$ cat config.mk
export PLATFORM = sky130hd
export DESIGN_NAME = div_unit_flat
export DESIGN_NICKNAME = d
export VERILOG_FILES = /design/src/rtl/div_if.sv /design/src/rtl/div_unit.sv /design/src/flat_wrapper.sv
export SDC_FILE = /design/constraint.sdc
export NUM_CORES = 1
export LEC_CHECK = 0
export ABC_AREA = 0
export BUFFER_PORTS_ARGS = -buffer_cell sky130_fd_sc_hd__buf_2
export CAP_MARGIN = 20
export CORE_AREA = 3 3 149 151
export DETAILED_ROUTE_END_ITERATION = 10
export DIE_AREA = 0 0 152 154
export PLACE_DENSITY = 0.74
export SLEW_MARGIN = 25
export SYNTH_ARGS = -nofsm -noshare
export SYNTH_HDL_FRONTEND = slang
export SYNTH_SLANG_ARGS = --single-unit
$ cat constraint.sdc
create_clock -name clk -period 8.1 [get_ports clk]
set_input_delay 1.62 -clock clk [delete_from_list [all_inputs] [get_ports clk]]
set_output_delay 1.62 -clock clk [all_outputs]
set_load 0.03 [all_outputs]
$ cat src/rtl/div_if.sv
// ----------------------------------------------------------------------------
// div_if
// Purpose : Groups the request and response signals between the execute
//           stage and the iterative divider into one bundle.
// Signals : start     - request a divide/remainder op (sampled while idle)
//           op        - funct3[1:0]: 00 DIV, 01 DIVU, 10 REM, 11 REMU
//           dividend  - rs1 value, sampled with start
//           divisor   - rs2 value, sampled with start
//           flush     - synchronous abort of any in-flight operation
//           busy      - divider is iterating, the pipeline must stall
//           done      - one-cycle pulse, result is valid
//           result    - quotient or remainder, held until the next done
// Modports: master drives the request side (execute stage / testbench),
//           slave is the divider itself.
// ----------------------------------------------------------------------------
interface div_if #(
  parameter int XLEN = 32
) ();
  logic            start;
  logic [1:0]      op;
  logic [XLEN-1:0] dividend;
  logic [XLEN-1:0] divisor;
  logic            flush;
  logic            busy;
  logic            done;
  logic [XLEN-1:0] result;

  modport master (
    output start, op, dividend, divisor, flush,
    input  busy, done, result
  );

  modport slave (
    input  start, op, dividend, divisor, flush,
    output busy, done, result
  );
endinterface

$ cat src/rtl/div_unit.sv
// ----------------------------------------------------------------------------
// div_unit
// Purpose : Iterative radix-2 restoring divider for RV32M DIV/DIVU/REM/REMU.
//           Signed ops divide the magnitudes and fix the sign at the end.
//           Divide-by-zero and signed overflow finish one cycle after start
//           without iterating; all other ops finish XLEN+1 cycles after start.
// Ports   : clk   - rising-edge clock
//           reset - asynchronous, active-high reset
//           bus   - div_if slave modport (start/op/dividend/divisor/flush in,
//                   busy/done/result out)
// ----------------------------------------------------------------------------
module div_unit #(
  parameter int XLEN = 32
) (
  input  logic  clk,
  input  logic  reset,
  div_if.slave  bus
);

  localparam int              CW   = $clog2(XLEN);
  localparam logic [CW-1:0]   LAST = CW'(XLEN - 1);
  localparam logic [XLEN-1:0] MINV = {1'b1, {(XLEN-1){1'b0}}};

  typedef enum logic {
    IDLE,
    DIVIDE
  } state_t;

  state_t          r_state;
  logic            r_busy;
  logic            r_done;
  logic [XLEN-1:0] r_result;
  logic [XLEN-1:0] r_quot;
  logic [XLEN-1:0] r_divisor;
  logic [XLEN:0]   r_rem;
  logic [CW-1:0]   r_count;
  logic            r_negQ;
  logic            r_negR;
  logic            r_isRem;

  // Operand conditioning at start: op[0]=0 selects the signed variants,
  // whose operands are reduced to magnitudes before iterating.
  logic            w_signedOp;
  logic            w_dvdNeg;
  logic            w_dvsNeg;
  logic [XLEN-1:0] w_absDvd;
  logic [XLEN-1:0] w_absDvs;
  logic            w_divZero;
  logic            w_overflow;

  assign w_signedOp = ~bus.op[0];
  assign w_dvdNeg   = w_signedOp & bus.dividend[XLEN-1];
  assign w_dvsNeg   = w_signedOp & bus.divisor[XLEN-1];
  assign w_absDvd   = w_dvdNeg ? -bus.dividend : bus.dividend;
  assign w_absDvs   = w_dvsNeg ? -bus.divisor  : bus.divisor;
  assign w_divZero  = (bus.divisor == '0);
  assign w_overflow = w_signedOp & (bus.dividend == MINV) & (bus.divisor == '1);

  // One restoring step. The quotient register doubles as the dividend shift
  // register: its MSB feeds the partial remainder while the new quotient bit
  // enters at the LSB. The subtraction is one bit wider than the remainder
  // register so its top bit is the borrow (negative difference).
  logic [XLEN+1:0] w_shifted;
  logic [XLEN+1:0] w_diff;
  logic            w_qBit;
  logic [XLEN:0]   w_remNext;
  logic [XLEN-1:0] w_quotNext;
  logic [XLEN-1:0] w_finalQ;
  logic [XLEN-1:0] w_finalR;

  assign w_shifted  = {r_rem, r_quot[XLEN-1]};
  assign w_diff     = w_shifted - {2'b00, r_divisor};
  assign w_qBit     = ~w_diff[XLEN+1];
  assign w_remNext  = w_qBit ? w_diff[XLEN:0] : w_shifted[XLEN:0];
  assign w_quotNext = {r_quot[XLEN-2:0], w_qBit};
  assign w_finalQ   = r_negQ ? -w_quotNext : w_quotNext;
  assign w_finalR   = r_negR ? -w_remNext[XLEN-1:0] : w_remNext[XLEN-1:0];

  // Control FSM and datapath registers. flush takes priority over a start
  // in the same cycle; result is only touched when done is raised so it
  // survives a flush.
  always_ff @(posedge clk or posedge reset) begin
    if (reset) begin
      r_state   <= IDLE;
      r_busy    <= 1'b0;
      r_done    <= 1'b0;
      r_result  <= '0;
      r_quot    <= '0;
      r_divisor <= '0;
      r_rem     <= '0;
      r_count   <= '0;
      r_negQ    <= 1'b0;
      r_negR    <= 1'b0;
      r_isRem   <= 1'b0;
    end else begin
      r_done <= 1'b0;
      if (bus.flush) begin
        r_state <= IDLE;
        r_busy  <= 1'b0;
      end else begin
        case (r_state)
          IDLE: begin
            if (bus.start) begin
              r_isRem <= bus.op[1];
              if (w_divZero) begin
                r_result <= bus.op[1] ? bus.dividend : '1;
                r_done   <= 1'b1;
              end else if (w_overflow) begin
                r_result <= bus.op[1] ? '0 : MINV;
                r_done   <= 1'b1;
              end else begin
                r_quot    <= w_absDvd;
                r_divisor <= w_absDvs;
                r_rem     <= '0;
                r_negQ    <= w_dvdNeg ^ w_dvsNeg;
                r_negR    <= w_dvdNeg;
                r_count   <= '0;
                r_busy    <= 1'b1;
                r_state   <= DIVIDE;
              end
            end
          end
          DIVIDE: begin
            r_quot  <= w_quotNext;
            r_rem   <= w_remNext;
            r_count <= r_count + 1'b1;
            if (r_count == LAST) begin
              r_result <= r_isRem ? w_finalR : w_finalQ;
              r_done   <= 1'b1;
              r_busy   <= 1'b0;
              r_state  <= IDLE;
            end
          end
          default: r_state <= IDLE;
        endcase
      end
    end
  end

  assign bus.busy   = r_busy;
  assign bus.done   = r_done;
  assign bus.result = r_result;

endmodule

$ cat src/flat_wrapper.sv
// flat-port wrapper written by rule: the top's interface ports become plain ports
module div_unit_flat 
#(
  parameter int XLEN = 32
)
  (clk, reset, bus_start, bus_op, bus_dividend, bus_divisor, bus_flush, bus_busy, bus_done, bus_result);
  div_if #(.XLEN(XLEN)) bus_i ();
  input  logic clk;
  input  logic reset;
  input wire logic [$bits(bus_i.start)-1:0] bus_start;
  input wire logic [$bits(bus_i.op)-1:0] bus_op;
  input wire logic [$bits(bus_i.dividend)-1:0] bus_dividend;
  input wire logic [$bits(bus_i.divisor)-1:0] bus_divisor;
  input wire logic [$bits(bus_i.flush)-1:0] bus_flush;
  output wire logic [$bits(bus_i.busy)-1:0] bus_busy;
  output wire logic [$bits(bus_i.done)-1:0] bus_done;
  output wire logic [$bits(bus_i.result)-1:0] bus_result;
  assign bus_i.start = bus_start;
  assign bus_i.op = bus_op;
  assign bus_i.dividend = bus_dividend;
  assign bus_i.divisor = bus_divisor;
  assign bus_i.flush = bus_flush;
  assign bus_busy = bus_i.busy;
  assign bus_done = bus_i.done;
  assign bus_result = bus_i.result;
  div_unit #(.XLEN(XLEN)) u_core (.clk(clk), .reset(reset), .bus(bus_i));
endmodule
-- Word-level counts from Yosys, hierarchy flattened
Cells that the tools add are included.
- register bits after elaboration: 140
- bits in latches: 0
- RAM bits: 0
- memory bits (read-only): 0
- bits of input ports: 70
- word-level logic and storage cells: 89
- memories kept: 0
- add/subtract/negate cells: 6
- multipliers: 0
- divide/modulo/power cells: 0
- $lt $le $gt $ge: 0
- equality and inequality tests: 12
- shift-type cells: 0
- mux-type cells: 43
- bitwise gates (word level): 11
- reduce and logical (&&, ||, !) cells: 6
- operators by type and width (cell ; number):
    $mux 32 ; 14
    $mux 33 ; 4
    $neg 32->32 ; 4
    $pmux 32 s2 ; 2
    $pmux 33 s2 ; 1
    $eq 32x32->1 const B ; 2
    $sub 34x32->34 ; 1
    $logic_not 32->1 ; 1
    $mux 1 ; 15
    $mux 5 ; 3
    $ne 3x3->1 const B ; 4
    $reduce_and 4->1 ; 3
    $pmux 5 s2 ; 1
    $ne 2x2->1 const B ; 4
    $not 1->1 ; 6
    $pmux 1 s2 ; 3
    $add 5x1->5 const B ; 1
    $eq 5x5->1 const B ; 1
    $reduce_and 5->1 ; 1
    $and 1x1->1 ; 4
    $ne 3x1->1 const B ; 1
    $reduce_and 3->1 ; 1
    $xor 1x1->1 ; 1

-- Depth between registers and ports, before layout
- depth after elaboration: 8
- mapped depth: 23
- gate-level depth less buffers: 20

-- Worst setup path after synthesis
OpenSTA, ideal clock, no wires.
- path kind: reg-to-reg
- start point: register u_core.r_rem[24]
- end point: register u_core.r_result[24] (netlist: u_core.bus.result[24])
- library setup time: 0.145 ns
- arrival time: 4.551 ns
- setup slack: 3.404 ns
- cell stages (with the launch flop): 23
- buffers on the path: 3
- clock period less this slack: 4.696 ns
- cells stage by stage: dfrtp_1 ha_1 buf_2 nand2_1 nor4_2 inv_1 o211ai_1 o21a_1 nor2_4 inv_2 buf_1 clkbuf_1 nor2_1 a21oi_1 ha_1 inv_1 a2111oi_0 o22ai_1 and4bb_2 nand2b_1 or3_1 a21oi_1 a211oi_1
- cells in the longest elaborated chain, start to end: 7
- elaborated cells between the ends (all ways): 10
- those cells by class: 3 x add/sub; 6 x mux; 1 x bitwise
- RTL lines (what ; line ; text):
    start: declaration ; div_unit.sv:35 ; logic [XLEN:0] r_rem;
    start signal: assignment ; div_unit.sv:125 ; r_rem <= w_remNext;
    $sub 34x32->34 (*) ; div_unit.sv:72 ; assign w_diff = w_shifted - {2'b00, r_divisor};
    $mux 33 / $not 1->1 (equally long branches) ; div_unit.sv:74, div_unit.sv:73 ;
    $neg 32->32, on equally long branches ; div_unit.sv:77, div_unit.sv:76 ;
    $mux 32, on equally long branches ; div_unit.sv:77, div_unit.sv:76 ;
    $mux 32 (*) ; div_unit.sv:128 ; r_result <= r_isRem ? w_finalR : w_finalQ;
    $mux 32 (*) ; div_unit.sv:127 ; if (r_count == LAST) begin
    $pmux 32 s2 (*) ; div_unit.sv:101 ; case (r_state)
    end signal: assignment ; div_unit.sv:106 ; r_result <= bus.op[1] ? bus.dividend : '1;
    end signal: assignment ; div_unit.sv:109 ; r_result <= bus.op[1] ? '0 : MINV;
    end signal: assignment ; div_unit.sv:128 ;
    end: declaration ; div_unit.sv:32 ; logic [XLEN-1:0] r_result;
Mark *: on every way between the ends. The rest lies on a longest branch, timed or not. The select of a mux whose other input is x is not followed.
A chain may end at the register's enable or synchronous reset.

-- Worst setup path after layout
- start point: register u_core.r_rem[25]
- end point: register u_core.r_result[30] (netlist: u_core.bus.result[30])
- cells in the longest elaborated chain, start to end: 7
- elaborated cells between the ends (all ways): 10
- those cells by class: 3 x add/sub; 6 x mux; 1 x bitwise
- RTL lines (what ; line):
    $sub 34x32->34 ; div_unit.sv:72
    $mux 33 / $not 1->1 (equally long branches) ; div_unit.sv:74, div_unit.sv:73
    $neg 32->32, on equally long branches ; div_unit.sv:77, div_unit.sv:76
    $mux 32, on equally long branches ; div_unit.sv:77, div_unit.sv:76
    $mux 32 (*) ; div_unit.sv:128
    $mux 32 (*) ; div_unit.sv:127
    $pmux 32 s2 (*) ; div_unit.sv:101
Marks and branches as above.

==> reports/metrics.yaml <==
outcome:
  outcome: "complete, no violations"
cts:
  ctsRootBufferMaster: "clkbuf_16"
  path_clk_slew_ps: 60
  cts_buffer_depth: 2
  cts_resized: 0
  clkLatencyLatePin_ps: 430
  post_cts_buffers: 0
  cts.htree.levels: 4
  cts.sinks: 140
  numCtsBuffers: 17
  cts_hold_buf: 0
  cts_tree: "done"
sta:
  fin_crit_ps: 5490
  slew_headroom: 0.347
  worst_slew_pin_slew_ps: 972
  skew_ps: 12.3
  timing.fmax_mhz: 182
  period_share: 0.678
  fin_setup_tns_ps: 0
  setup_viol: 0
  rsz0062_at_grt: "false"
  slew_viol_final: 0
  hold_viol: 0
  hold_ws_ps: 491
  layout_setup_ws_ps: 2610
placed_design:
  gp_congestion: 0.922
  numPortBuffers: 103
  pre_cts_slack_ps: 2690
  dpl.hpwl_um: 25700
power_and_ir_drop:
  p_leak_nw: 5.40
  powerDensity_mw_per_mm2: 381
  vdd_drop_max_mv: 0.340
critical_path:
  worstPathCellList: "ha_1 -> a21oi_1 -> o21ai_0 -> a41oi_1 -> o211ai_1 -> nor3_2 -> nor2_4 -> inv_2 -> nor2_1 -> a21oi_1 -> ha_1 -> inv_1 -> a2111oi_0 -> o22ai_1 -> and4bb_2 -> nand2b_1 -> o41ai_2 -> xnor2_1 -> o21ai_1"
  worstPathArrival_ps: 5800
  worst-path-buf-inv: 2
  crit_family: "compound AO/OA/AOI/OAI gates"
  setup.worst_path.end_class: "flop"
  slowest_delay_ps: 550
  crit_type: "reg2reg"
  cpMaxStageDelayCell: "nor3_2"
  startpoint_type: "flop"
  cp_max_fo: 36
  critPathRequiredTime_ps: 8400
synthesis:
  syn-num-nets: 1600
  synth_area_mm2: 0.0115
  yosys_most_used_dff: "dfrtp_1"
  ys_seq_area_frac: 0.304
  async_flop_share: 1.00
  ys_types: 75
  synth_cells: 1490
  ys_seq_elements: 140
  syn_avg_cell_area_um2: 7.73
  synth-edff-count: 0
  synth_warnings: 0
die:
  die_y_um: 154
  die_area_mm2: 0.0234
  die_w_um: 152
  core.rowCount: 53
  core_area_mm2: 0.0210
  ioPinCount: 104
  initial_utilization: 0.550
drt:
  top_layer: "met4"
  drc: 0
  drt_wl_total_um: 34600
  routed_via_density: 6.20
  drt-pass1-iter-count: 6
  wl_met2_um: 16400
  drt_iter0_markers: 1170
  route.met3.wl_um: 2430
  wl_met1_um: 15000
  num_vias: 11376
  drtAntennaViolNets: 0
  wire_per_inst_um: 18.9
global_route:
  globalRouteTotalUtil: 0.292
  grt_max_degree: 83
  antenna_found_initial: 0
  overflow: 0
  grt_pass1_wl_um: 56300
  grt_pass1_vias: 10747
layout:
  layout-area-overhead-vs-synth_pct: 11.0
  drive_gt1_frac: 0.116
  layout_common_cells: "nand2_1, o21ai_0, dfrtp_1"
  layout.nets: 1657
  n_antenna_cell: 0
  layout_commonest_cell: "nand2_1"
min_path:
  hold_class: "reg2reg"
job:
  cap_violations: 0
stage by stage:
| step | area [µm²] | util | cells | total power, mW |
|---|---|---|---|---|
| floorplan | 11500 | - | 1490 | 3.28 |
| global placement | 12200 | 0.581 | 1801 | 3.97 |
| detailed placement | 12200 | 0.583 | 1802 | 4.01 |
| CTS | 12800 | 0.610 | 1834 | 4.83 |
| global route | 12800 | 0.611 | 1835 | 5.24 |
| finish | 12800 | 0.611 | 1835 | 4.87 |
worst reg2reg max path, delay by kind of cell (launching register included):
kind	cells	cell delay, ps
AO/OA/AOI/OAI	9	2230
AND/OR/NAND/NOR	5	1260
adder cells (fa/ha/maj)	2	650
buffers and inverters	2	610
flip-flops	1	420
XOR/XNOR	1	210
area by class of cell:
cell class / count / area [µm²]
Tap cell: 275 / 344
Sequential cell: 140 / 3500
Clock inverter: 14 / 144
Timing Repair Buffer: 117 / 649
Inverter: 64 / 250
Multi-Input combinational cell: 1207 / 7460
Fill cell: 1954 / 8160
Clock buffer: 18 / 439
path summary, 6_finish.rpt:
kind                                               start                                 to  slack (ps)  cells past startpoint
max                         u_core.r_rem[25]$_DFFE_PP0P_  u_core.bus.result[30]$_DFFE_PP0P_        2610                     19
min                        u_core.r_count[4]$_DFFE_PP0P_      u_core.r_count[4]$_DFFE_PP0P_         490                      2
max reg2reg                 u_core.r_rem[25]$_DFFE_PP0P_  u_core.bus.result[30]$_DFFE_PP0P_        2610                     19
min reg2reg                u_core.r_count[4]$_DFFE_PP0P_      u_core.r_count[4]$_DFFE_PP0P_         490                      2
max in group asynchronous                          reset           u_core.r_state$_DFF_PP0_        5360                      3
min in group asynchronous                          reset   u_core.bus.result[8]$_DFFE_PP0P_        1290                      2
synth_stat cells, types with 7 or more instances:
cell      number  area, µm²
a211oi_1      10       75.1
a21o_1         8       60.1
a21oi_1      128        641
a31oi_1       24        150
buf_1         15       56.3
buf_2          9       45.0
clkbuf_1      52        195
dfrtp_1      140       3500
ha_1          39        488
inv_1         62        233
mux2i_1       31        310
nand2_1      216        811
nand2b_1      15       93.8
nand3_1       21        105
nand4_1       14       87.6
nor2_1       113        424
nor2b_1        8       50.1
nor3_1        22        110
nor4_1        14       87.6
o211ai_1      14        105
o21a_1        11       82.6
o21ai_0      187        936
o221ai_1      10       87.6
o31ai_1       53        398
o41ai_1       13        114
or3_1         19        119
or4_1          7       52.6
xnor2_1       75        657
xor2_1        66        578
per-layer routing:
layer,up-vias,global-route usage
met1,5396,0.396
met4,0,0.0809
met5,-,0
met2,444,0.483
met3,71,0.0529
li1,5465,-
power breakdown:
| group | switching (mW) | internal, mW |
|---|---|---|
| clock network | 0.333 | 0.461 |
| logic | 1.93 | 1.11 |
| registers | 0.193 | 0.843 |
| total | 2.45 | 2.42 |
sequential cells by signal, summed over array words and instances, names as in the netlist:
register	count
u_core.r_divisor	32
u_core.r_isRem	1
u_core.r_negQ	1
u_core.r_rem	33
u_core.r_negR	1
u_core.r_count	5
u_core.bus.done	1
u_core.bus.busy	1
u_core.bus.result	32
u_core.r_quot	32
u_core.r_state	1
cells by family (layout without fill, tap and decap cells):
family          after synthesis  in the layout  share of synthesized area
buf+inv                     143            213                     0.0496
simple gates                493            493                      0.203
flops                       140            140                      0.304
compound gates              499            499                      0.262
fa+ha+maj                    40             40                     0.0441
mux                          34             34                     0.0299
xor+xnor                    141            141                      0.107
Power figures use the tool's default switching activity.
